$ cat src/rtl/gpu_clock_monitor.sv
// gpu_clock_monitor
//   Receive-side health checker for a divided GPU clock. mon_clk is sampled
//   as data in the clk_in domain. Each period and high time is measured in
//   clk_in cycles. Lock is declared after LOCK_COUNT consecutive good
//   periods. A sticky fault is raised on a bad period or a stopped clock
//   while locked.
// Ports
//   clk_in        sole clock
//   rst           asynchronous active-high reset
//   mon_clk       divided clock under test (asynchronous, synchronized here)
//   clear         synchronous return to IDLE; clears fault/stuck/counters
//   locked        1 while in LOCKED
//   fault         1 while in FAULT (sticky until clear)
//   stuck         fault was caused by a timeout
//   period_valid  one-cycle pulse when period/high_time update
//   period        last measured period in clk_in cycles
//   high_time     last measured high time in clk_in cycles
module gpu_clock_monitor #(
   parameter int EXPECTED_DIV = 4,
   parameter int TOLERANCE    = 0,
   parameter int LOCK_COUNT   = 4,
   parameter int TIMEOUT      = 4*EXPECTED_DIV,
   localparam int CNT_W       = $clog2(TIMEOUT+1)
) (
   input  logic             clk_in,
   input  logic             rst,
   input  logic             mon_clk,
   input  logic             clear,
   output logic             locked,
   output logic             fault,
   output logic             stuck,
   output logic             period_valid,
   output logic [CNT_W-1:0] period,
   output logic [CNT_W-1:0] high_time
);

   localparam int GC_W = $clog2(LOCK_COUNT+1);

   generate
      if ((EXPECTED_DIV % 2) != 0 || EXPECTED_DIV < 2 || LOCK_COUNT < 1 ||
          TIMEOUT <= EXPECTED_DIV) begin : g_param_check
         $fatal(1, "gpu_clock_monitor: illegal parameter set");
      end
   endgenerate

   typedef enum logic [1:0] {IDLE, ACQUIRE, LOCKED, FAULT} state_t;

   state_t            state;
   logic              sync1, sync2, edge_q;
   logic [CNT_W-1:0]  cnt;
   logic [CNT_W-1:0]  hi_cap;
   logic [GC_W-1:0]   good_cnt;
   logic              rise, fall, timeout, good;

   function automatic logic in_tol(input int v, input int e);
      return (v >= e - TOLERANCE) && (v <= e + TOLERANCE);
   endfunction

   assign rise    = sync2 & ~edge_q;
   assign fall    = ~sync2 & edge_q;
   // A rise in the same cycle as saturation restarts the count, so it wins.
   assign timeout = (cnt == CNT_W'(TIMEOUT)) && !rise;
   // Judged on the values being captured into period/high_time this cycle.
   assign good    = in_tol(int'(cnt), EXPECTED_DIV) &&
                    in_tol(int'(hi_cap), EXPECTED_DIV/2);

   always_ff @(posedge clk_in or posedge rst) begin
      if (rst) begin
         sync1        <= 1'b0;
         sync2        <= 1'b0;
         edge_q       <= 1'b0;
         state        <= IDLE;
         cnt          <= '0;
         hi_cap       <= '0;
         good_cnt     <= '0;
         locked       <= 1'b0;
         fault        <= 1'b0;
         stuck        <= 1'b0;
         period_valid <= 1'b0;
         period       <= '0;
         high_time    <= '0;
      end else begin
         // Synchronizer keeps running through clear so edges stay coherent.
         sync1        <= mon_clk;
         sync2        <= sync1;
         edge_q       <= sync2;
         period_valid <= 1'b0;
         if (clear) begin
            state    <= IDLE;
            good_cnt <= '0;
            cnt      <= '0;
            stuck    <= 1'b0;
            locked   <= 1'b0;
            fault    <= 1'b0;
         end else begin
            if (rise)
               cnt <= CNT_W'(1);
            else if (cnt != CNT_W'(TIMEOUT))
               cnt <= cnt + CNT_W'(1);

            // Leaving IDLE doubles as the "seen a first rise" flag.
            if (fall && state != IDLE)
               hi_cap <= cnt;
            if (rise && state != IDLE) begin
               period       <= cnt;
               high_time    <= hi_cap;
               period_valid <= 1'b1;
            end

            case (state)
               IDLE: begin
                  if (rise) begin
                     state    <= ACQUIRE;
                     good_cnt <= '0;
                  end
               end
               ACQUIRE: begin
                  if (rise) begin
                     if (good) begin
                        good_cnt <= good_cnt + GC_W'(1);
                        if (good_cnt == GC_W'(LOCK_COUNT-1)) begin
                           state  <= LOCKED;
                           locked <= 1'b1;
                        end
                     end else begin
                        good_cnt <= '0;
                     end
                  end else if (timeout) begin
                     state <= IDLE;
                  end
               end
               LOCKED: begin
                  if (rise && !good) begin
                     state  <= FAULT;
                     locked <= 1'b0;
                     fault  <= 1'b1;
                  end else if (timeout) begin
                     state  <= FAULT;
                     locked <= 1'b0;
                     fault  <= 1'b1;
                     stuck  <= 1'b1;
                  end
               end
               default: ; // FAULT holds until clear
            endcase
         end
      end
   end

endmodule

$ cat config.mk
export PLATFORM = sky130hd
export DESIGN_NAME = gpu_clock_monitor
export DESIGN_NICKNAME = d
export VERILOG_FILES = /design/src/rtl/gpu_clock_monitor.sv
export SDC_FILE = /design/constraint.sdc
export NUM_CORES = 1
export LEC_CHECK = 0
export CORE_ASPECT_RATIO = 0.9
export CORE_UTILIZATION = 54
export CTS_CLUSTER_SIZE = 30
export DETAILED_ROUTE_END_ITERATION = 10
export PLACE_DENSITY = 0.78
export REMOVE_ABC_BUFFERS = 1
export SLEW_MARGIN = 20
export SYNTH_ARGS = -nofsm -noshare
export SYNTH_HDL_FRONTEND = slang
export SYNTH_SLANG_ARGS = --single-unit
$ cat constraint.sdc
create_clock -name clk_in -period 2.1 [get_ports clk_in]
set_clock_uncertainty 0.05 [all_clocks]
set_input_delay 0.21 -clock clk_in [delete_from_list [all_inputs] [get_ports clk_in]]
set_output_delay 0.21 -clock clk_in [all_outputs]
set_load 0.1 [all_outputs]
==> results by group, run 1 <==
Outcome
  – Status: complete, no violations

Floorplanning
  – Io pins: 18
  – Die Y: 51.7 um
  – Core area: 0.00253 sq mm
  – Die Wd: 57.3 um
  – Num rows: 17
  – Die footprint: 0.00296 sq mm
  – Initial Utilization: 58.6%

Clock tree
  – Worst-Skew Late Latency: 320 ps
  – Post_cts resized: 0
  – Root Driver: clkbuf_4
  – Clk pin slew, worst setup/hold paths: 100 ps
  – Post-CTS Hold Buffers: 0
  – Sink Count: 32
  – Clk buf depth: 2
  – CTS tree: built
  – TritonCTS Buffers: 5
  – Post-CTS Setup Bufs: 0
  – # H-tree levels: 2

Hold path
  – Worst Hold Class: in2async

Placement
  – Number of port buffers: 17
  – Placed inst area: 0.00167 sq mm
  – RePlAce Congestion: 0.837
  – Cells after DPL: 169
  – Dpl hpwl: 1900 um
  – Pre-CTS WS: 219 ps

Critical path
  – Worst Path Max Fanout: 6
  – CP max stage delay: 450 ps
  – Worst Path Required: 2270 ps
  – Flop2flop setup slack: 200 ps
  – CP Cell Sequence: inv_1 -> ha_1 -> nor2b_1 -> and3_4 -> o2111a_1 -> a211o_1 -> a21o_1
  – Slowest CP cell: dfrtp_1
  – R2R Path Start: cnt[1]
  – Critical path capture point type: flop
  – Worst r2r path cells: 7
  – Worst setup SP type: flop
  – Arrival @ worst endpoint: 2070 ps
  – RR Endpoint: state[0]
  – Delay-heaviest family, CP: compound AO/OA/AOI/OAI gates
  – Crit path buf inv count: 1
  – Critical path class: reg2reg

Timing
  – Max-slew violations: 0
  – Period utilization: 90.4%
  – Final min period: 1900 ps
  – Max Fclk: 527 MHz
  – Final WS setup: 202 ps
  – Final setup viols: 0
  – Rel. slew slack: 74.1%
  – Fin. Hold Viols: 0
  – WHS: 206 ps
  – RSZ-0062 raised after global routing: false
  – Slew @ Worst Pin: 389 ps
  – Setup TNS: 0 ps

Yosys
  – Leading area contributor after synthesis: dfrtp_1
  – Post-synthesis register bit count: 32
  – Ys flop type: dfrtp_1
  – Register area share after synthesis: 54.0%
  – Post-synth cell types: 32
  – Mapped Area: 0.00148 sq mm
  – Number of synthesized flops with an enable pin: 0
  – Post-synth top area share: 54.0%
  – Syn avg cell area: 12.2 sq um
  – Cells after Synth: 122
  – Yosys warns: 0
  – Ys async rst share: 100%
  – Cells taking the most area after synthesis: dfrtp_1 54%, mux2_2 11%, ha_1 5.9%, inv_1 2.3%, o21ai_0 2.0%

Route
  – Routed WL: 2590 um
  – Post-route ant nets: 0
  – Total number of vias: 1000
  – Via/cell ratio: 5.68
  – Drt pass-1 iters: 4
  – WL/cell: 14.7 um
  – DRC viols: 0
  – Initial drt markers: 15

Power
  – Sw Pwr: 0.766 mW
  – Lkg Pwr: 0.856 nW
  – P_int: 1.09 mW
  – Worst VDD drop: 0.943 mV
  – Total power: 1.86 mW
  – Clock power share: 20.6%
  – PwrDens: 1070 mW/mm^2
  – Comb pwr share: 38.8%
  – Sw Share: 41.3%
  – Sequential power share: 40.6%

Global routing
  – GRT Total Usage: 21.0%
  – Largest net degree at the start of global routing: 33
  – First-pass GRT wire length: 4600 um
  – Antenna violations before repair: 0
  – GRT overflow: 0
  – Vias in the first global route: 1027

Layout
  – # diodes: 0
  – Commonest cells after routing, fill and taps aside: 32 x dfrtp_1, 20 x buf_4, 15 x mux2_2, 9 x inv_1, 8 x nand2_1
  – Fin cells: 176
  – Nets: 159
  – Layout area overhead: 17.2%
  – Most common cell after layout, fill and taps aside: dfrtp_1
  – Post-route cell area: 0.00174 sq mm
  – FILL cells: 190
  – Post-layout util: 68.7%
  – Layout cells sized above 1: 31.1%

Flow run
  – Max Cap Viol: 0
-- worst reg2reg max path: stages (launching register included) --
cell,delay [ps]
dfrtp_1,450
inv_1,70
ha_1,190
nor2b_1,150
and3_4,170
o2111a_1,270
a211o_1,270
a21o_1,180
-- Yosys cell counts (all sizes together), types with 3 or more instances --
| cell | n |
|---|---|
| a21oi | 5 |
| buf | 4 |
| dfrtp | 32 |
| ha | 7 |
| inv | 9 |
| mux2 | 15 |
| nand2 | 8 |
| nand3 | 3 |
| nor2 | 5 |
| o21ai | 6 |
-- state kept, by name (all words and copies together) (netlist names) --
signal and cells:
fault 1, state 2, cnt 5, sync2 1, period 5, hi_cap 5, period_valid 1, stuck 1
high_time 5, locked 1, good_cnt 3, edge_q 1, sync1 1
-- power by group through the flow --
stage / Clock, mW / Sequential, mW / Combinational, mW
3_3_place_gp: 0 / 0.761 / 0.712
2_1_floorplan: 0 / 1.10 / 0.227
4_1_cts: 0.393 / 0.754 / 0.722
5_1_grt: 0.419 / 0.765 / 0.756
6_report: 0.382 / 0.754 / 0.721
3_5_place_dp: 0 / 0.766 / 0.719
-- worst max path at each step --
stage / startpoint / endpoint / cells after the start
after CTS: cnt[1] / state[0] / 7
after global routing: cnt[1] / locked / 7
after floorplan: state[0] / high_time[0] / 4
after global placement: cnt[1] / state[0] / 7
after detailed placement: cnt[1] / state[0] / 7
final: cnt[1] / state[0] / 7
-- cell families (layout without fill, tap and decap cells) --
kind of cell / Yosys count / in the layout / share of synthesized area, %
flip-flops: 32 / 32 / 54.0
AND/OR/NAND/NOR: 30 / 30 / 12.8
AO/OA/AOI/OAI: 19 / 19 / 8.26
multiplexers: 17 / 17 / 12.7
buffers and inverters: 13 / 39 / 3.96
adder cells (fa/ha/maj): 7 / 7 / 5.90
XOR/XNOR: 4 / 4 / 2.36
-- per-layer routing --
metal | part of all wire [%] | global-route usage [%] | vias to the layer above
met1 | 49 | 27.6 | 487
met4 | 2.6 | 12.2 | 0
met2 | 44 | 31.4 | 27
met5 | 0 | 0 | -
met3 | 4.3 | 5.97 | 9
li1 | - | - | 477
-- area by class of cell --
class / count / area [sq um] / share of cell area [%]
Timing Repair Buffer: 23 / 180 / 10.4
Sequential cell: 32 / 801 / 46.0
Clock buffer: 7 / 65.1 / 3.74
Tap cell: 28 / 35.0 / 2.01
Inverter: 9 / 33.8 / 1.94
Multi-Input combinational cell: 77 / 624 / 35.9
Power figures use the tool's default switching activity.
==> run 2, diff against run 1 <==
- CORE_MARGIN: default -> 2
==> results by group, run 2 (synthesis results as in run 1) <==
Critical path
  – Critical path launch point: cnt[1]
  – Delay-heaviest family, CP: compound AO/OA/AOI/OAI gates
  – Arrival @ worst endpoint: 2090 ps (+20 ps)
  – Worst r2r path cells: 7 (unchanged)
  – Crit path buf inv count: 1 (unchanged)
  – Slowest CP cell: dfrtp_1
  – Flop2flop setup slack: 190 ps (-20 ps)
  – Worst setup SP type: flop
  – Critical path capture point type: flop
  – CP max stage delay: 440 ps (about the same)
  – CP Cell Sequence: inv_1 -> ha_1 -> nor2b_1 -> and3_4 -> o2111a_1 -> a211o_1 -> a21o_1
  – Worst Path Max Fanout: 6 (unchanged)
  – Critical path class: reg2reg
  – R2R Path Start: cnt[1]
  – Worst Path Required: 2280 ps (about the same)
  – RR Endpoint: state[0]

Global routing
  – Antenna violations before repair: 0 (unchanged)
  – GRT Total Usage: 20.8% (-0.24 points)
  – First-pass GRT wire length: 4720 um (+2.5%)
  – Vias in the first global route: 1035 (+0.78%)
  – GRT overflow: 0 (unchanged)
  – Largest net degree at the start of global routing: 33 (unchanged)

Layout
  – Post-route cell area: 0.00174 sq mm (+0.14%)
  – Fin cells: 178 (+1.1%)
  – Post-layout util: 65.0% (-3.7 points)
  – Commonest cells after routing, fill and taps aside: 32 x dfrtp_1, 20 x buf_4, 15 x mux2_2, 9 x inv_1, 8 x nand2_1
  – Register area: 801 sq um (unchanged)
  – # diodes: 0 (unchanged)
  – Most common cell after layout, fill and taps aside: dfrtp_1
  – Layout cells sized above 1: 31.1% (unchanged)
  – Nets: 159 (unchanged)
  – FILL cells: 230 (+21%)
  – Area of the multi-input gates: 624 sq um (unchanged)
  – Layout area overhead: 17.4%

Route
  – Total number of vias: 991 (-0.90%)
  – DRC viols: 0 (unchanged)
  – WL/cell: 15.0 um (+1.9%)
  – Post-route ant nets: 0 (unchanged)
  – Routed WL: 2670 um (+3.1%)
  – Via/cell ratio: 5.57 (-2.0%)
  – Drt pass-1 iters: 4 (unchanged)
  – Initial drt markers: 32 (+17)

Flow run
  – Max Cap Viol: 0 (unchanged)

Timing
  – Period utilization: 91.1% (+0.73 points)
  – RSZ-0062 raised after global routing: false
  – Final min period: 1910 ps (+15.2 ps)
  – Slew @ Worst Pin: 399 ps (+10.3 ps)
  – Final setup viols: 0 (unchanged)
  – Fin. Hold Viols: 0 (unchanged)
  – WHS: 204 ps (-2.46 ps)
  – Rel. slew slack: 73.4% (-0.69 points)
  – Setup TNS: 0 ps (unchanged)
  – Max-slew violations: 0 (unchanged)
  – Max Fclk: 523 MHz (-0.80%)

Power
  – Worst VDD drop: 0.807 mV (-14%)
  – Lkg Pwr: 0.856 nW (unchanged)
  – PwrDens: 1070 mW/mm^2 (+0.20%)

Clock tree
  – Post_cts resized: 0 (unchanged)
  – Post-CTS Hold Buffers: 0 (unchanged)
  – Sink Count: 32 (unchanged)
  – # H-tree levels: 2 (unchanged)
  – Clk pin slew, worst setup/hold paths: 90 ps (about the same)
  – CTS tree: built
  – Clk buf depth: 2 (unchanged)
  – Worst-Skew Late Latency: 320 ps (about the same)
  – TritonCTS Buffers: 5 (unchanged)
  – Root Driver: clkbuf_4
  – Post-CTS Setup Bufs: 0 (unchanged)

Floorplanning
  – Core area: 0.00268 sq mm (+5.9%)
  – Die Wd: 59.3 um (+3.5%)
  – Die footprint: 0.00318 sq mm (+7.5%)
  – Die Y: 53.7 um (+3.9%)
  – Num rows: 18 (+1)
  – Initial Utilization: 55.4% (-3.3 points)
  – Io pins: 18 (unchanged)

Placement
  – Dpl hpwl: 1920 um (+0.85%)
  – Number of port buffers: 17 (unchanged)
  – Cells after DPL: 171 (+1.2%)
  – Placed inst area: 0.00168 sq mm (+0.15%)
  – RePlAce Congestion: 0.868 (+3.7%)

Hold path
  – Worst Hold Class: in2async

Outcome
  – Status: complete, no violations
[run 2: cell counts in the layout (fill, tap and decap cells not counted)]
No cell type changed its count.
[run 2: report_power, final]
part / total, mW / switching, mW / internal [mW]
combinational: 0.728 / 0.528 / 0.200
sequential: 0.753 / 0.0527 / 0.700
clock: 0.382 / 0.193 / 0.190
[run 2: worst min-delay path, stage by stage]
cell and delay (ps):
clkdlybuf4s50_1 390, inv_1 50, buf_4 350
[run 2: layout make-up]
type	instances	share of cell area, %
Clock buffer	7	3.74
Multi-Input combinational cell	77	35.8
Inverter	9	1.94
Timing Repair Buffer	23	10.3
Sequential cell	32	46.0
Tap cell	30	2.16
[run 2: per-layer routing]
| metal | GRT usage, % | up-vias | wire, um | part of all wire [%] |
|---|---|---|---|---|
| met5 | 0 | - | 0 | 0 |
| met4 | 7.20 | 0 | 27 | 1.0 |
| met3 | 8.17 | 6 | 131 | 4.9 |
| met2 | 31.3 | 24 | 1280 | 48 |
| met1 | 27.4 | 482 | 1230 | 46 |
| li1 | - | 479 | - | - |
[run 2: worst max path at each step]
stage              endpoint  slack [ps]  depth (start not counted)
2_1_floorplan  high_time[0]          60                          4
3_3_place_gp      hi_cap[3]         250                          5
3_5_place_dp       state[0]         180                          6
4_1_cts            state[0]         200                          7
5_1_grt            state[1]          40                          6
6_report           state[0]         190                          7
[run 2: stage by stage]
stage,power (mW),setup WS [ps]
6_report,1.86,187
5_1_grt,1.97,42.3
4_1_cts,1.88,201
3_5_place_dp,1.49,177
3_3_place_gp,1.47,253
2_1_floorplan,1.33,60.8
